### config.mk
export PLATFORM = sky130hd
export DESIGN_NAME = mem_port_arbiter
export DESIGN_NICKNAME = d
export VERILOG_FILES = /design/src/rtl/mem_port_arbiter.sv
export SDC_FILE = /design/constraint.sdc
export NUM_CORES = 1
export LEC_CHECK = 0
export BUFFER_PORTS_ARGS = -buffer_cell sky130_fd_sc_hd__buf_2
export CORE_MARGIN = 10
export CORE_UTILIZATION = 38
export CTS_BUF_LIST = sky130_fd_sc_hd__clkbuf_8 sky130_fd_sc_hd__clkbuf_16
export CTS_CLUSTER_DIAMETER = 150
export DETAILED_ROUTE_END_ITERATION = 10
export GPL_TIMING_DRIVEN = 0
export PLACE_DENSITY = 0.78
export SLEW_MARGIN = 20
export SYNTH_ARGS = -nofsm -noshare
export SYNTH_HDL_FRONTEND = slang
export SYNTH_SLANG_ARGS = --single-unit
### constraint.sdc
create_clock -name clk -period 1.26 [get_ports clk]
set_clock_uncertainty 0.05 [all_clocks]
set_input_delay 0.252 -clock clk [delete_from_list [all_inputs] [get_ports clk]]
set_output_delay 0.252 -clock clk [all_outputs]
set_load 0.05 [all_outputs]
### src/rtl/mem_port_arbiter.sv
// Round-robin arbiter sharing one synchronous-read RAM port between requesters A and B.
// Optional per-requester grant counters are enabled with `define MEM_ARB_STATS_EN.
module mem_port_arbiter #(
  parameter int ADDR_WIDTH = 12,
  parameter int DATA_WIDTH = 16
) (
  input  logic                  clk,
  input  logic                  reset,
  input  logic                  reqAValid,
  input  logic                  reqAWrite,
  input  logic [ADDR_WIDTH-1:0] reqAAddr,
  input  logic [DATA_WIDTH-1:0] reqAData,
  output logic                  reqAReady,
  output logic                  respAValid,
  output logic [DATA_WIDTH-1:0] respAData,
  input  logic                  reqBValid,
  input  logic                  reqBWrite,
  input  logic [ADDR_WIDTH-1:0] reqBAddr,
  input  logic [DATA_WIDTH-1:0] reqBData,
  output logic                  reqBReady,
  output logic                  respBValid,
  output logic [DATA_WIDTH-1:0] respBData,
  output logic [ADDR_WIDTH-1:0] memAddr,
  output logic [DATA_WIDTH-1:0] memData,
  output logic                  memWE,
`ifdef MEM_ARB_STATS_EN
  output logic [15:0]           grantCountA,
  output logic [15:0]           grantCountB,
`endif
  input  logic [DATA_WIDTH-1:0] memQ
);

  localparam int STAGES = 2;

  logic [1:0]                 req_vld, req_wr, gnt;
  logic [1:0][ADDR_WIDTH-1:0] req_addr;
  logic [1:0][DATA_WIDTH-1:0] req_data;
  logic                       last_b;    // 1 = B held the most recent grant
  logic                       sel, acc, rd;
  logic [STAGES:1]            vld_pipe;
  logic [STAGES:1]            own_pipe;  // 1 = read issued by B

  assign req_vld  = {reqBValid, reqAValid};
  assign req_wr   = {reqBWrite, reqAWrite};
  assign req_addr = {reqBAddr, reqAAddr};
  assign req_data = {reqBData, reqAData};

  // Grant is forced off while reset is held so no handshake can complete.
  always_comb begin
    gnt = '0;
    if (reset) begin
      if (req_vld[0] && (!req_vld[1] || last_b)) gnt[0] = 1'b1;
      else if (req_vld[1])                       gnt[1] = 1'b1;
    end
  end

  assign sel = gnt[1];
  assign acc = |gnt;
  assign rd  = acc & ~req_wr[sel];

  assign reqAReady = gnt[0];
  assign reqBReady = gnt[1];

  always_ff @(posedge clk or negedge reset) begin
    if (!reset) begin
      memAddr  <= '0;
      memData  <= '0;
      memWE    <= 1'b0;
      last_b   <= 1'b1;
      vld_pipe <= '0;
      own_pipe <= '0;
    end else begin
      memWE <= acc & req_wr[sel];
      if (acc) begin
        memAddr <= req_addr[sel];
        memData <= req_data[sel];
        last_b  <= sel;
      end
      // Tag follows the read through the port register and the RAM's read register.
      vld_pipe <= {vld_pipe[STAGES-1:1], rd};
      own_pipe <= {own_pipe[STAGES-1:1], sel};
    end
  end

  assign respAValid = vld_pipe[STAGES] & ~own_pipe[STAGES];
  assign respBValid = vld_pipe[STAGES] &  own_pipe[STAGES];
  assign respAData  = memQ;
  assign respBData  = memQ;

`ifdef MEM_ARB_STATS_EN
  logic [15:0] cnt_a, cnt_b;

  always_ff @(posedge clk or negedge reset) begin
    if (!reset) begin
      cnt_a <= '0;
      cnt_b <= '0;
    end else begin
      if (gnt[0] && cnt_a != 16'hFFFF) cnt_a <= cnt_a + 16'd1;
      if (gnt[1] && cnt_b != 16'hFFFF) cnt_b <= cnt_b + 16'd1;
    end
  end

  assign grantCountA = cnt_a;
  assign grantCountB = cnt_b;
`endif

endmodule

==> out/qor.yml, run 1 <==
num_io_pins: 143
row_count: 26
max_freq_ghz: 0.625
drt_iter0_drc: 90
firstDrtPassIters: 4
die_w_um: 93.7
core-area_um2: 5200
syn_inst: 217
track_usage_pct: 17.1
power_frac_comb_pct: 47.9
worstSkewPairLatency_ns: 0.29
rsz0062_at_grt: "true"
wire_per_inst_um: 19.3
crit_required_ns: 0.96
cts_root_buffer: "clkbuf_8"
startpoint_type: "register"
port_buffers: 126
clockBufferDepth: 2
path_max_fanout: 3
initial_core_util_pct: 39.7
drv_slew: 0
r2r-start: "last_b"
tightest_slew_ns: 0.399
rr_worst_depth: 6
dp_hpwl_um: 5720
intPower_w: 0.00235
syn-num-nets: 295
vias: 2297
fin_util_pct: 68.2
ir_drop_uv: 508
cpPeakStageDelay_ns: 0.55
path_cells: "inv_2 > buf_6 > a21oi_4 > buf_6"
die_area_um2: 8790
fin_worst_hold_slack_ns: -0.254
worst_slack_ns: -0.339
drv_cap: 0
path_delay_family: "flip-flops"
cpMaxStageDelayCell: "dfstp_2"
grt_start_max_net_pins: 40
ys_ff_latch: 34
violations: "hold timing, setup timing"
antenna_found_initial: 1
numCtsBuffers: 5
die-height_um: 93.7
syn_avg_cell_area_um2: 9.52
status: "complete, but fails checks"
cp-end-kind: "output port"
p_per_area_nw_per_um2: 1160
gr-total-overflow: 0
slew_headroom_pct: 73.4
gp_congestion: 0.774
path_clk_slew_ns: 0.07
crit_type: "register to output port"
synth_warnings: 0
cts_tree: "yes"
clkPwrFrac_pct: 20.2
fin_crit_ns: 1.60
finalSetupViolCount: 35
syn_area_um2: 2070
hold_class: "input pin to asynchronous set/reset pin"
r2r-end: "memData[3]"
clkSinkCount: 34
period_share_pct: 127
hold_viol_final: 34
ys_types: 21
area_growth_syn_to_layout_pct: 72.0
p_sw_share_pct: 42.8
crit_top_cell: "buf_6"
n_fill_cell: 414
first_global_vias: 2570
power.switching_w: 0.00176
reg2reg_slack_ns: -0.24
grt_pass1_wl_um: 12000
htreeDepth: 2
p_leak_nw: 1.56
yosysSeqAreaShare_pct: 41.2
vias_per_cell: 5.28
final_layout_size_suffix_gt1_share_pct: 72.0
critPathBufInv: 3
ant_nets: 0
seq_power_share_pct: 31.9
crit_arrival_ns: 1.30
drc_errors: 0
drt-total-wl_um: 8390
layout.nets: 441
-- worst max-delay path by stage --
stage          startpoint        end  slack, ns  depth (start not counted)
3_5_place_dp        reset  reqAReady      -0.83                          5
2_1_floorplan      last_b  reqAReady      -0.08                          3
5_1_grt            last_b  reqAReady      -0.38                          4
6_report           last_b  reqAReady      -0.34                          4
3_3_place_gp        reset  reqBReady      -0.83                          5
4_1_cts            last_b  reqAReady      -0.30                          4
-- per-stage QoR --
stage	worst slack, ns	instances	total power, W	setup TNS (ns)	instance area [um^2]
floorplan	-0.0848	217	0.00247	-0.0864	2090
global placement	-0.833	413	0.00288	-19.93	2810
detailed placement	-0.834	413	0.00290	-20.08	2810
CTS	-0.304	429	0.00392	-3.84	3250
global route	-0.380	435	0.00428	-8.15	3550
finish	-0.339	435	0.00410	-6.51	3550
-- cell families after synthesis --
kind of cell	count (synthesis)	synth area share, %
buf+inv	58	19.4
flops	34	41.2
compound gates	90	32.5
simple gates	35	6.91
-- flip-flops by register name (all words and copies together) (netlist names) --
register and cells:
last_b 1, vld_pipe 2, memAddr 12, memData 16, memWE 1, own_pipe 2
-- worst register-to-register path, cell delays in order, from the launching register on --
cell	delay [ns]
dfstp_2	0.55
inv_2	0.05
buf_4	0.13
buf_8	0.14
clkbuf_16	0.17
o2111ai_4	0.18
a31oi_2	0.11
-- cell usage in the layout, fill, tap and decap left out --
cell / count
nor2_1: 28
buf_12: 3
buf_16: 2
dfrtp_1: 33
o22ai_1: 1
and2_4: 2
o21a_2: 1
o21ai_2: 10
buf_4: 35
a21oi_4: 1
o2111ai_2: 20
a31oi_1: 18
diode_2: 1
a31oi_2: 10
inv_2: 2
buf_6: 11
nor2_4: 1
o2111ai_4: 9
and3_4: 1
inv_1: 1
clkinv_2: 1
nor2b_2: 1
clkbuf_16: 3
clkbuf_8: 6
buf_2: 132
buf_8: 6
dfstp_2: 1
o21ai_1: 19
nand2_1: 2
a21boi_2: 1
clkbuf_4: 3
-- layer usage --
layer / routed length [um] / GRT usage [%] / vias up
met1: 3070 / 17.0 / 1095
met2: 4370 / 30.1 / 106
met3: 768 / 7.27 / 15
met5: 0 / 0 / -
li1: - / - / 1081
met4: 180 / 7.85 / 0
-- cells in the mapped netlist (all sizes together) --
library cell,count,area share (%)
o21a,1,0.42
buf,56,19
o2111ai,29,13
and2,2,0.67
o21ai,29,7.0
a21boi,1,0.36
nor2,29,5.3
inv,2,0.36
dfrtp,33,40
a31oi,28,12
and3,1,0.30
o22ai,1,0.30
nand2,2,0.36
a21oi,1,0.24
nor2b,1,0.30
dfstp,1,1.3
-- cell type report --
type                            instances  area, um^2  share of cell area [%]
Antenna cell                            1        2.50                  0.0704
Buffer                                 56         445                    12.5
Clock buffer                            6        82.6                    2.32
Clock inverter                          2        8.76                   0.247
Inverter                                2        7.51                   0.211
Multi-Input combinational cell        125        1160                    32.7
Sequential cell                        34         852                    24.0
Tap cell                               70        87.6                    2.47
Timing Repair Buffer                  139         905                    25.5
-- power by group through the flow --
stage                     logic, W  clock network, W  registers [W]
final                      0.00197          0.000830        0.00131
after global routing       0.00207          0.000890        0.00132
after CTS                  0.00178          0.000837        0.00130
after detailed placement   0.00158                 0        0.00132
after global placement     0.00156                 0        0.00132
after floorplan           0.000689                 0        0.00178
-- timing repair --
action,4_1_cts,5_1_grt
hold endpoints to repair,33,34
resized for setup,56,34
gates cloned,2,3
endpoints found under the setup margin,36,36
pin swaps,33,38
buffers inserted,6,3
Power figures use the tool's default switching activity.
==> run 2, diff against run 1 <==
--- a/config.mk
+++ b/config.mk
@@ -12,7 +12,7 @@
 export CTS_CLUSTER_DIAMETER = 150
 export DETAILED_ROUTE_END_ITERATION = 10
 export GPL_TIMING_DRIVEN = 0
-export PLACE_DENSITY = 0.78
+export PLACE_DENSITY_LB_ADDON = 0.3
 export SLEW_MARGIN = 20
 export SYNTH_ARGS = -nofsm -noshare
 export SYNTH_HDL_FRONTEND = slang
==> out/qor.yml, run 2 (synthesis gave the netlist of run 1 again) <==
status: "complete, but fails checks"
violations: "hold timing, setup timing"
clockBufferDepth: 2
multi_input_area_um2: 975
initial_core_util_pct: 39.7
path_delay_family: "flip-flops"
drc_errors: 0
period_share_pct: 124
cp-end-kind: "output port"
drv_slew: 0
hold_viol_final: 34
ir_drop_uv: 536
firstDrtPassIters: 4
antenna_found_initial: 0
vias: 2240
clkSinkCount: 34
worst_slack_ns: -0.298
post-place-ws_ns: -0.864
seqCellArea_um2: 852
finalSetupViolCount: 33
cpMaxStageDelayCell: "dfstp_2"
path_clk_slew_ns: 0.07
cpPeakStageDelay_ns: 0.54
layout_common_cells: "buf_2, buf_4, dfrtp_1, nor2_1, o21ai_1"
critPathBufInv: 3
wire_per_inst_um: 18.5
area_growth_syn_to_layout_pct: 54.6
path_cells: "inv_2 > buf_6 > a21oi_4 > buf_6"
port_buffers: 126
reg.largest.list: "memData x16, memAddr x12"
cts_tree: "yes"
drt-total-wl_um: 7910
tightest_slew_ns: 0.304
rsz0062_at_grt: "true"
total_power_w: 0.00386
slew_headroom_pct: 79.7
num_io_pins: 143
die-height_um: 93.7
n_fill_cell: 484
final_common_cell: "buf_2"
cts_root_buffer: "clkbuf_8"
n_antenna_cell: 0
die_w_um: 93.7
final_layout_size_suffix_gt1_share_pct: 66.7
gp_congestion: 0.773
largest_reg_flops: 16
fin_crit_ns: 1.56
row_count: 26
finalSetupTns_ns: -2.93
path_max_fanout: 2
ant_nets: 0
drt_iter0_drc: 122
fin_util_pct: 61.3
first_global_vias: 2430
hold_class: "input pin to asynchronous set/reset pin"
track_usage_pct: 17.3
grt_start_max_net_pins: 40
fin_worst_hold_slack_ns: -0.246
worstSkewPairLatency_ns: 0.28
die_area_um2: 8790
p_leak_nw: 1.46
layout.nets: 434
max_freq_ghz: 0.642
numCtsBuffers: 5
crit_type: "register to output port"
crit_required_ns: 0.96
grt_pass1_wl_um: 12100
gr-total-overflow: 0
drv_cap: 0
dp_hpwl_um: 5720
top_register: "memData"
core-area_um2: 5200
crit_arrival_ns: 1.26
startpoint_type: "register"
p_per_area_nw_per_um2: 1210
htreeDepth: 2
crit_top_cell: "buf_6"
vias_per_cell: 5.25
[run 2: cell count changes in the layout (fill, tap and decap cells not counted), sizes merged]
cell	previous run	this run
buf	189	187
clkbuf	12	7
diode	1	0
[run 2: stage by stage]
stage                     instances  cell area, um^2
after floorplan                 217             2090
after global placement          413             2810
after detailed placement        413             2810
after CTS                       428             3160
after global routing            427             3190
final                           427             3190
[run 2: path summary, 6_finish.rpt]
kind	cells after the start	endpoint	slack [ns]	from
max	4	reqAReady	-0.30	last_b
max in group asynchronous	1	last_b	1.14	reset
min reg2reg	0	vld_pipe[2]	0.30	vld_pipe[1]
min in group clk	3	memAddr[7]	0.18	reqAAddr[7]
max reg2reg	5	memData[13]	-0.12	last_b
min	1	memWE	-0.25	reset
[run 2: routing by layer]
layer	share of wire, %	routed length, um	vias to the layer above	track usage, %
li1	-	-	1053	-
met1	37	2960	1064	18.0
met2	50	3960	110	30.5
met3	10	805	13	6.47
met4	2.3	184	0	6.96
met5	0	0	-	0
[run 2: report_power, final]
group	leakage (nW)	switching (W)	internal (W)
Clock	0.0524	0.000389	0.000433
Sequential	0.389	0.0000746	0.00123
Combinational	1.02	0.00119	0.000539
[run 2: layout make-up]
cell class / instances / area share [%]
inverter: 2 / 0.235
multi-input combinational: 125 / 30.5
sequential: 34 / 26.7
clock inverter: 2 / 0.274
clock buffer: 6 / 2.59
tap: 70 / 2.74
buffer: 56 / 13.6
timing repair buffer: 132 / 23.4
[run 2: repair_timing]
| action | CTS | global route |
|---|---|---|
| endpoints found under the hold margin | 33 | 33 |
| resized for setup | 47 | 9 |
| pin swaps | 23 | 5 |
| setup endpoints to repair | 36 | 34 |
| setup buffers | 5 | 1 |
| gates cloned | 2 | 0 |
==> run 3, diff against run 2 <==
--- a/config.mk
+++ b/config.mk
@@ -6,8 +6,8 @@
 export NUM_CORES = 1
 export LEC_CHECK = 0
 export BUFFER_PORTS_ARGS = -buffer_cell sky130_fd_sc_hd__buf_2
-export CORE_MARGIN = 10
-export CORE_UTILIZATION = 38
+export CORE_MARGIN = 2
+export CORE_UTILIZATION = 45
 export CTS_BUF_LIST = sky130_fd_sc_hd__clkbuf_8 sky130_fd_sc_hd__clkbuf_16
 export CTS_CLUSTER_DIAMETER = 150
 export DETAILED_ROUTE_END_ITERATION = 10
==> constraint.sdc (replaced) <==
create_clock -name clk -period 1.8 [get_ports clk]
set_clock_uncertainty 0.05 [all_clocks]
set_input_delay 0.36 -clock clk [delete_from_list [all_inputs] [get_ports clk]]
set_output_delay 0.36 -clock clk [all_outputs]
set_load 0.05 [all_outputs]
==> out/qor.yml, run 3 (synthesis gave the netlist of run 1 again) <==
status: "complete, no violations"
reg.largest.list: "memData x16, memAddr x12"
grt_start_max_net_pins: 34
ir_drop_uv: 441
tightest_slew_ns: 0.263
worstSkewPairLatency_ns: 0.29
cts_root_buffer: "clkbuf_8"
finalSetupViolCount: 0
crit_type: "register to output port"
cp-end-kind: "output port"
die_w_um: 71.8
hold_depth: 3
clkSinkCount: 34
startpoint_type: "register"
slew_headroom_pct: 82.6
crit_arrival_ns: 1.31
wire_per_inst_um: 15.2
largest_reg_flops: 16
hold_viol_final: 0
path_cells: "and2_2 > buf_6 > nor2_2 > buf_6"
p_leak_nw: 1.43
vias: 2218
numCtsBuffers: 5
path_delay_family: "flip-flops"
rr_worst_depth: 6
final_common_cell: "buf_2"
cpPeakStageDelay_ns: 0.53
final_layout_size_suffix_gt1_share_pct: 59.7
port_buffers: 126
rsz0062_at_grt: "false"
path_max_fanout: 4
layout.nets: 434
drt-total-wl_um: 6230
path_clk_slew_ns: 0.07
core-area_um2: 4380
finalSetupTns_ns: 0
area_growth_syn_to_layout_pct: 43.6
initial_core_util_pct: 47.1
vias_per_cell: 5.42
gp_congestion: 0.808
drc_errors: 0
htreeDepth: 2
drv_cap: 0
clockBufferDepth: 2
p_per_area_nw_per_um2: 905
drv_slew: 0
crit_required_ns: 1.39
layout_common_cells: "buf_2, buf_4, dfrtp_1, o21ai_1"
crit_top_cell: "buf_6"
gr-total-overflow: 0
track_usage_pct: 24.8
cts_tree: "yes"
hold_class: "input pin to register"
post-place-ws_ns: -0.540
max_freq_ghz: 0.580
cp.depth: 4
ant_nets: 0
worst_slack_ns: 0.0752
n_antenna_cell: 0
final_cells: 409
dp_hpwl_um: 4400
grt_pass1_wl_um: 9830
first_global_vias: 2150
top_register: "memData"
firstDrtPassIters: 4
die_area_um2: 5150
total_power_w: 0.00269
cpMaxStageDelayCell: "dfstp_2"
drt_iter0_drc: 125
reg2reg_slack_ns: 0.35
die-height_um: 71.8
critPathBufInv: 2
row_count: 24
fin_crit_ns: 1.72
period_share_pct: 95.8
dp.cells: 395
num_io_pins: 143
antenna_found_initial: 0
==> run 3: where the power goes <==
part	internal, W	switching, W	total (W)
logic	0.000329	0.000779	0.00111
registers	0.000864	0.0000487	0.000913
clock network	0.000386	0.000279	0.000665
total	0.00158	0.00111	0.00269
==> run 3: per-stage QoR <==
step,utilization [%],hold WS (ns),instance area [um^2]
floorplan,-,0.0144,2070
global placement,63.1,0.283,2770
detailed placement,63.1,0.292,2770
CTS,66.8,0.287,2930
global route,67.7,0.288,2970
finish,67.7,0.291,2970
==> run 3: final timing paths <==
kind                             start          end
setup / recovery                last_b    reqBReady
hold / removal             reqAAddr[1]   memAddr[1]
setup reg to reg                last_b  memData[10]
hold reg to reg            vld_pipe[1]  vld_pipe[2]
max in group asynchronous        reset   memAddr[2]
min in group asynchronous        reset       last_b
==> run 3: what timing repair did <==
item                                    CTS  global route
hold endpoints to repair                 33             0
hold buffers                              2             0
gates resized for setup                   7             2
buffers inserted                          0             5
endpoints found under the setup margin    2             2
cloned                                    0             0
==> run 3: layer usage <==
metal  part of all wire (%)  up-vias  wire length (um)  track usage [%]
met3                    8.8       17               546             4.50
li1                       -     1058                 -                -
met1                     40     1009              2480             31.1
met2                     49      134              3050             41.0
met4                    2.4        0               148             12.2
met5                      0        -                 0                0
==> run 3: final cells by class <==
cell class / instances / area, um^2
Buffer: 55 / 392
Sequential cell: 34 / 852
Clock buffer: 8 / 110
Timing Repair Buffer: 133 / 721
Inverter: 2 / 7.51
Fill cell: 403 / 1420
Multi-Input combinational cell: 125 / 820
Tap cell: 52 / 65.1
==> run 3: worst min-delay path: cells and delay by family <==
kind	cells	cell delay, ns
buffers and inverters	1	0.09
AO/OA/AOI/OAI	2	0.14
